File: config.mk
export PLATFORM = sky130hd
export DESIGN_NAME = cpu_sequencer
export DESIGN_NICKNAME = d
export VERILOG_FILES = /design/src/rtl/cpu_sequencer.sv
export SDC_FILE = /design/constraint.sdc
export NUM_CORES = 1
export LEC_CHECK = 0
export ABC_AREA = 1
export CAP_MARGIN = 20
export CORE_MARGIN = 4
export CORE_UTILIZATION = 30
export CTS_CLUSTER_DIAMETER = 80
export DETAILED_ROUTE_END_ITERATION = 7
export PLACE_DENSITY = 0.58
export SYNTH_ARGS = -nofsm -noshare
export SYNTH_HDL_FRONTEND = slang
export SYNTH_SLANG_ARGS = --single-unit
File: constraint.sdc
create_clock -name CLK -period 1.7 [get_ports CLK]
set_clock_uncertainty 0.15 [all_clocks]
set_input_delay 0.425 -clock CLK [delete_from_list [all_inputs] [get_ports CLK]]
set_output_delay 0.425 -clock CLK [all_outputs]
set_load 0.05 [all_outputs]
File: src/rtl/cpu_sequencer.sv
`default_nettype none
// ============================================================================
//  Module      : cpu_sequencer
//  Description : Fetch/decode/execute controller for the 8-bit accumulator
//                CPU; consumes an instruction byte stream, drives datapath.
//  Revision    : 1.0 - initial release
// ============================================================================
module cpu_sequencer #(
    parameter int PC_WIDTH = 8,
    parameter int PC_STEP  = 1
) (
    input  logic                CLK,
    input  logic                RESET,
    input  logic [7:0]          in_data,
    input  logic                in_valid,
    output logic                in_ready,
    output logic                rf_we,
    output logic [2:0]          rf_waddr,
    output logic [2:0]          rf_raddr1,
    output logic [2:0]          rf_raddr2,
    output logic                rf_wsel_mem,
    output logic [2:0]          alu_op,
    output logic                is_add,
    output logic                is_imm,
    output logic [7:0]          imm,
    output logic                ram_cs,
    output logic                ram_we,
    output logic                ram_rd,
    output logic [PC_WIDTH-1:0] pc,
    output logic                busy,
    output logic                err
);

    typedef enum logic [2:0] {
        S_FETCH   = 3'd0,
        S_OPERAND = 3'd1,
        S_EXEC    = 3'd2,
        S_MEM_RD  = 3'd3,
        S_MEM_WB  = 3'd4
    } state_t;

    localparam logic [2:0] c_OP_LDI = 3'd0;
    localparam logic [2:0] c_OP_MOV = 3'd1;
    localparam logic [2:0] c_OP_ADD = 3'd2;
    localparam logic [2:0] c_OP_SUB = 3'd3;
    localparam logic [2:0] c_OP_AND = 3'd4;
    localparam logic [2:0] c_OP_OR  = 3'd5;
    localparam logic [2:0] c_OP_ST  = 3'd6;
    localparam logic [2:0] c_OP_LD  = 3'd7;
    localparam logic [PC_WIDTH-1:0] c_PC_STEP = PC_WIDTH'(PC_STEP);

    state_t              r_state;
    state_t              w_state_nxt;
    logic [7:0]          r_ir;
    logic [7:0]          w_ir_nxt;
    logic [7:0]          w_imm_nxt;
    logic [PC_WIDTH-1:0] w_pc_nxt;
    logic                w_err_nxt;
    logic                w_xfer;
    logic [2:0]          w_op_cur;
    logic [2:0]          w_op_nxt;

    logic       w_rf_we, w_wsel_mem, w_is_add, w_is_imm;
    logic       w_ram_cs, w_ram_we, w_ram_rd;
    logic [2:0] w_alu_op;

    assign w_xfer   = in_valid && ((r_state == S_FETCH) || (r_state == S_OPERAND));
    assign w_op_cur = r_ir[7:5];
    assign w_op_nxt = w_ir_nxt[7:5];

    always_comb begin
        w_state_nxt = r_state;
        w_ir_nxt    = r_ir;
        w_imm_nxt   = imm;
        w_pc_nxt    = pc;
        w_err_nxt   = err;
        case (r_state)
            S_FETCH: begin
                if (w_xfer) begin
                    // A byte with the reserved bit set is flagged and dropped.
                    if (in_data[0]) begin
                        w_err_nxt = 1'b1;
                    end else begin
                        w_ir_nxt = in_data;
                        if ((in_data[7:5] == c_OP_LDI) || (in_data[7:5] == c_OP_ST) ||
                            (in_data[7:5] == c_OP_LD))
                            w_state_nxt = S_OPERAND;
                        else
                            w_state_nxt = S_EXEC;
                    end
                end
            end
            S_OPERAND: begin
                if (w_xfer) begin
                    w_imm_nxt   = in_data;
                    w_state_nxt = (w_op_cur == c_OP_LD) ? S_MEM_RD : S_EXEC;
                end
            end
            S_EXEC: begin
                w_state_nxt = S_FETCH;
                w_pc_nxt    = pc + c_PC_STEP;
            end
            S_MEM_RD: w_state_nxt = S_MEM_WB;
            S_MEM_WB: begin
                w_state_nxt = S_FETCH;
                w_pc_nxt    = pc + c_PC_STEP;
            end
            default: w_state_nxt = S_FETCH;
        endcase
    end

    // Controls are decoded from the upcoming state so they register alongside it.
    always_comb begin
        w_rf_we    = 1'b0;
        w_wsel_mem = 1'b0;
        w_is_add   = 1'b1;
        w_is_imm   = 1'b0;
        w_ram_cs   = 1'b0;
        w_ram_we   = 1'b0;
        w_ram_rd   = 1'b0;
        w_alu_op   = 3'b000;
        case (w_state_nxt)
            S_EXEC: begin
                case (w_op_nxt)
                    c_OP_LDI: begin w_is_imm = 1'b1; w_rf_we = 1'b1; end
                    c_OP_MOV: w_rf_we = 1'b1;
                    c_OP_ADD: begin w_alu_op = 3'b001; w_rf_we = 1'b1; end
                    c_OP_SUB: begin w_alu_op = 3'b001; w_is_add = 1'b0; w_rf_we = 1'b1; end
                    c_OP_AND: begin w_alu_op = 3'b010; w_rf_we = 1'b1; end
                    c_OP_OR:  begin w_alu_op = 3'b011; w_rf_we = 1'b1; end
                    c_OP_ST:  begin w_ram_cs = 1'b1; w_ram_we = 1'b1; end
                    default:  w_rf_we = 1'b0;
                endcase
            end
            S_MEM_RD: begin
                w_ram_cs = 1'b1;
                w_ram_rd = 1'b1;
            end
            S_MEM_WB: begin
                w_ram_cs   = 1'b1;
                w_ram_rd   = 1'b1;
                w_rf_we    = 1'b1;
                w_wsel_mem = 1'b1;
            end
            default: w_rf_we = 1'b0;
        endcase
    end

    always_ff @(posedge CLK) begin
        if (RESET) begin
            r_state     <= S_FETCH;
            r_ir        <= '0;
            imm         <= '0;
            pc          <= '0;
            err         <= 1'b0;
            in_ready    <= 1'b1;
            busy        <= 1'b0;
            rf_we       <= 1'b0;
            rf_wsel_mem <= 1'b0;
            is_add      <= 1'b1;
            is_imm      <= 1'b0;
            ram_cs      <= 1'b0;
            ram_we      <= 1'b0;
            ram_rd      <= 1'b0;
            alu_op      <= 3'b000;
            rf_waddr    <= 3'b000;
            rf_raddr1   <= 3'b000;
            rf_raddr2   <= 3'b000;
        end else begin
            r_state     <= w_state_nxt;
            r_ir        <= w_ir_nxt;
            imm         <= w_imm_nxt;
            pc          <= w_pc_nxt;
            err         <= w_err_nxt;
            in_ready    <= (w_state_nxt == S_FETCH) || (w_state_nxt == S_OPERAND);
            busy        <= (w_state_nxt != S_FETCH);
            rf_we       <= w_rf_we;
            rf_wsel_mem <= w_wsel_mem;
            is_add      <= w_is_add;
            is_imm      <= w_is_imm;
            ram_cs      <= w_ram_cs;
            ram_we      <= w_ram_we;
            ram_rd      <= w_ram_rd;
            alu_op      <= w_alu_op;
            rf_waddr    <= {1'b0, w_ir_nxt[4:3]};
            rf_raddr1   <= {1'b0, w_ir_nxt[4:3]};
            rf_raddr2   <= {1'b0, w_ir_nxt[2:1]};
        end
    end

endmodule
`default_nettype wire

# Yosys cells after proc, flatten, opt, wreduce, memory -nomap -nowiden
# Index checks and enable logic that the tools add are counted.
totals:
  reg_bits: 45
  latchBits: 0
  mem_bits_rw: 0
  rom_bits: 0
  wordCells: 73
  memories: 0
op_classes:
  addsub: 1
  n_mul: 0
  n_div: 0
  order_cmp: 0
  eq_ne: 17
  n_shift: 0
  muxes: 18
  n_bitwise: 1
  reduce_logical: 17
op_table:
  columns: ["cell", "n"]
  rows:
  - ["$eq 3x3->1 const B", 8]
  - ["$mux 8", 3]
  - ["$eq 3x2->1 const B", 6]
  - ["$logic_not 3->1", 4]
  - ["$eq 3x1->1 const B", 3]
  - ["$mux 3", 3]
  - ["$pmux 3 s3", 1]
  - ["$add 8x1->8 const B", 1]
  - ["$reduce_or 2->1", 4]
  - ["$mux 1", 7]
  - ["$pmux 2 s3", 1]
  - ["$reduce_or 6->1", 1]
  - ["$logic_or 1x1->1", 4]
  - ["$pmux 1 s2", 2]
  - ["$reduce_and 3->1", 1]
  - ["$reduce_bool 3->1", 1]
  - ["$mux 2", 1]
  - ["$reduce_and 2->1", 1]
  - ["$logic_and 1x1->1", 1]
  - ["$not 1->1", 1]

# Longest topological paths before layout
depth:
  word_depth: 10
  mapped_depth: 10
  depth_no_buf: 10

# Worst setup path before layout
# OpenSTA, ideal clock, no wires.
synth_timing:
  path_kind: "register to register"
  from: "reg pc[0]"
  to: "reg pc[6]"
  arrival_ps: 1296
  setup_slack_ps: 107
  stages_incl_launch_ff: 5
  n_path_buf: 0
  cell_sequence: "dfxtp_1 > ha_1 > nand3_1 > nor2_1 > a31oi_1"
synth_between:
  elab_chain_len: 1
synth_rtl:
  columns: ["item", "line_no", "source"]
  rows:
  - ["start, declared", "29", "output logic [PC_WIDTH-1:0] pc,"]
  - ["start signal, assigned", "173", "pc <= w_pc_nxt;"]
  - ["$add 8x1->8", "101, 106", null]
# No other way between the ends.
# A chain may end at the register's enable or synchronous reset.

# Worst setup path in the final report
layout_timing:
  from: "reg r_state[1]"
  to: "reg is_add"
layout_between:
  elab_chain_len: 8
  word_cells_on_any_way: 16
  cone_classes: "eq/ne: 4; mux: 7; bitwise: 1; reduce/logical: 4"
layout_rtl:
  columns: ["item", "line_no", "source"]
  rows:
  - ["start, declared", "52", "state_t r_state;"]
  - ["start signal, assigned", "170", "r_state <= w_state_nxt;"]
  - ["$eq 3x1->1 or $logic_not 3->1 (tied branches)", "67, 77", null]
  - ["$logic_or 1x1->1", "67", "assign w_xfer = in_valid && ((r_state == S_FETCH) || (r_state == S_OPERAND));"]
  - ["$logic_and 1x1->1", "67", null]
  - ["$mux 3 (on tied branches)", "94, 79", null]
  - ["$pmux 3 s3", "77", "case (r_state)"]
  - ["$eq 3x2->1", "122", "case (w_state_nxt)"]
  - ["$not 1->1 (no line)", null, null]
  - ["$reduce_or 2->1 (no line)", null, null]
  - ["end signal, assigned", "179", "is_add <= w_is_add;"]
  - ["end, declared", "23", "output logic is_add,"]
# Several ways; a longest one is shown, not always the timed one.

==> flow_results.org <==
** Status
- The flow ran to the end, and the final reports show no timing, DRC or antenna violations.

** Synth
- Post-synthesis average cell area :: 8.18 um^2
- Cell type with the highest aggregate area in the netlist :: sky130_fd_sc_hd__dfxtp_1
- Top area cells in the synthesized netlist :: sky130_fd_sc_hd__dfxtp_1, sky130_fd_sc_hd__nand2_1, sky130_fd_sc_hd__a21oi_1
- Post-synth design cell area :: 0.00163 mm^2
- Register area share after synthesis :: 0.467
- FF+latch count, synth :: 38
- Warnings from Yosys :: 0
- Counting distinct cell types in the post-synthesis netlist gives 32.
- Of the post-synthesis cell area, the dominant cell type holds 0.467.
- The cell count after synthesis came out at 199.

** Global route
- The initial antenna violation count is 0.
- Entering global routing, the biggest net connects 12 pins.
- Summed over all layers, the global routing overflow is 0.
- All-layer global routing usage :: 0.124
- The first global-routing pass estimated 6270 um of wire.
- The number of global-route vias before repair came to 1,401.

** Routing
- Remaining routing DRC violations :: 0
- Final antenna-violating net count :: 0
- Initial DRC count :: 59
- Detailed Routing Iterations Pass 1 :: 4
- In the routed layout, each cell is associated on average with a via count of 4.32.
- For this block, the routed nets add up to 3770 um of wire.
- Via count :: 1,437
- WL per Instance :: 11.3 um

** Critical path
- Signal arrival time at the worst endpoint :: 1.55 ns
- STA classifies the critical path startpoint as a flip-flop.
- Max FO, Critical Path :: 6
- Worst setup path start :: r_state[1]
- Endpoint of the most critical register-to-register path :: is_add
- Depth of the most critical reg-to-reg path :: 7
- Endpoint type of the worst setup path :: flip-flop
- Setup CP Type :: reg -> reg
- STA puts the critical path data required time at 1.73 ns.
- For flop-to-flop paths, the worst setup slack is 0.18 ns.
- The worst register-to-register path begins at r_state[1].

** Cells and area
- # diodes :: 0
- P&R area growth vs syn :: 67.8%
- Of the cells placed in the final design, the portion with a size suffix greater than 1 is 0.380.
- After filler insertion, the fill cell instance count of the layout stands at 466.
- For this run, the share of the core covered by cells in the final layout is 0.528.
- Post-layout nets :: 274

** Power and ir drop
- Total power per unit cell area :: 735 mW/mm^2
- Summed over all cells, the static leakage comes to 1.18 nW.
- Net switching share of the total power :: 0.284
- Portion of total power attributed to the clock network :: 0.313
- Power share of the sequential group :: 0.472
- VDD sags by at most 0.000272 V.
- Comb pwr share :: 0.215
- Reported net switching power :: 0.571 mW
- The internal power of the cells totals 1.44 mW.

** Clock tree
- Clock transition at the registers of the reported paths :: 0.07 ns
- TritonCTS built the clock tree.
- CTS Buf Count :: 5
- Max Buffers Root-to-Sink :: 2
- Clock sink count :: 38
- Clock tree synthesis selected as its root buffer the cell sky130_fd_sc_hd__clkbuf_8.
- The number of hold buffers added after CTS was 0.
- The H-tree generated during clock tree synthesis spans 2 levels.
- Clock latency on the worst-skew pair, taken at its later pin, is 0.29 ns.

** Die
- 49 I/O pins were placed.
- The floorplan step defined a core boundary enclosing 0.00517 mm^2.
- Initial Utilization :: 0.315
- The die covers 0.00667 mm^2.
- Die boundary width :: 81.7 um
- In this run the vertical extent of the chip is 81.7 um.
- Row count :: 26

** Hold path
- The tightest min-delay check is of the in -> reg type.
- Origin of the worst min-delay path :: in_data[0]
- Count of cells along the worst hold path :: 3
- For hold timing, the worst endpoint is err.

** STA
- Final worst path period need :: 1.52 ns
- In the post-route analysis, the smallest setup slack over all paths is 0.182 ns.
- RSZ-0062 raised after global routing :: no
- Final max-slew violation count :: 0
- Setup violations remaining at the end of the flow were counted as 0.
- In the finished design, the share of the clock period the worst path needs comes to 0.893.
- Max Freq :: 659 MHz
- For the final routed database, the setup TNS stands at 0 ns.
- The count of endpoints failing hold in the final timing report came to 0.

** Place
- Pre-CTS setup slack :: -0.342 ns
- Detailed placement ended at an HPWL of 2990 um.
- During placement, the flow inserted port buffers numbering 44.
- Gp weighted congestion :: 0.779

** Job
- The tool flagged a number of max-cap violations equal to 0.
-- critical path, cell delays in order (launching register included) --
cell and delay (ns):
sky130_fd_sc_hd__dfxtp_1 0.35, sky130_fd_sc_hd__nor2_4 0.20, sky130_fd_sc_hd__nand4_4 0.17, sky130_fd_sc_hd__nand2_2 0.12
sky130_fd_sc_hd__o21ai_4 0.07, sky130_fd_sc_hd__buf_4 0.14, sky130_fd_sc_hd__nor3_2 0.15, sky130_fd_sc_hd__nand2_1 0.06
-- registers in the layout, summed over array words and instances, names as in the netlist, 2 cells and up --
register,count
alu_op,2
imm,8
pc,8
r_ir,5
r_state,3
-- per-stage QoR --
| step | cells | total power, mW | hold slack (ns) | area [um^2] |
|---|---|---|---|---|
| global route | 333 | 2.10 | 0.372 | 2730 |
| floorplan | 202 | 1.20 | 0.296 | 1640 |
| finish | 333 | 2.01 | 0.347 | 2730 |
| detailed placement | 322 | 1.38 | 0.344 | 2560 |
| CTS | 330 | 2.02 | 0.354 | 2660 |
| global placement | 322 | 1.38 | 0.336 | 2560 |
-- power groups by stage --
stage	sequential (mW)	combinational [mW]	clock, mW
after floorplan	1.01	0.190	0
after global placement	0.969	0.409	0
after detailed placement	0.969	0.414	0
after CTS	0.949	0.418	0.651
after global routing	0.951	0.461	0.684
final	0.948	0.432	0.628
-- layer usage --
layer | track usage | vias to the layer above | share of wire
li1 | - | 750 | -
met2 | 0.206 | 32 | 0.50
met5 | 0 | - | 0
met1 | 0.147 | 647 | 0.43
met3 | 0.0351 | 8 | 0.053
met4 | 0.0598 | 0 | 0.020
-- Yosys cell counts, drive strengths merged --
library cell,instances
dfxtp,38
nand2,36
inv,28
nor2,23
nand3,18
a21oi,15
buf,12
o21ai,12
a31oi,3
nand4,3
nor3,3
clkbuf,2
a221oi,1
conb,1
ha,1
nor3b,1
o21bai,1
or2,1
-- worst max-delay path by stage --
stage / end / depth (start not counted)
after floorplan: pc[6] / 4
after global placement: rf_we / 8
after detailed placement: ram_cs / 8
after CTS: ram_we / 10
after global routing: pc[6] / 7
final: is_add / 7
-- repair_timing --
item,CTS,global route
gates cloned,0,0
endpoints found under the setup margin,3,12
pin swaps,0,7
endpoints found under the hold margin,0,0
buffers inserted,0,3
gates resized for setup,3,12
-- cell families after synthesis --
family | count (synthesis) | synth area share
simple gates | 85 | 0.281
buf+inv | 42 | 0.128
flops | 38 | 0.467
compound gates | 32 | 0.114
fa+ha+maj | 1 | 0.00769
other cells | 1 | 0.00230
-- area by class of cell --
type                       count  area [um^2]  share of cell area
inverter                      28          110              0.0403
multi-input combinational    122          707               0.259
tap                           70         87.6              0.0321
sequential                    38          761               0.279
clock buffer                   7         86.3              0.0316
clock inverter                 1         5.00             0.00183
timing repair buffer          67          975               0.357
-- layout by cell type (no fill, tap or decap), drive strengths merged, types with 3 or more instances in the layout --
master,Yosys,layout
dlymetal6s2s,0,4
a31oi,3,3
clkbuf,2,7
o21ai,12,12
nand3,18,18
nor2,23,23
buf,12,57
inv,28,28
nand2,36,36
nor3,3,3
a21oi,15,15
conb,1,4
dfxtp,38,38
nand4,3,3
clkdlybuf4s50,0,5
Note: power is estimated with default switching activity, not from simulation.
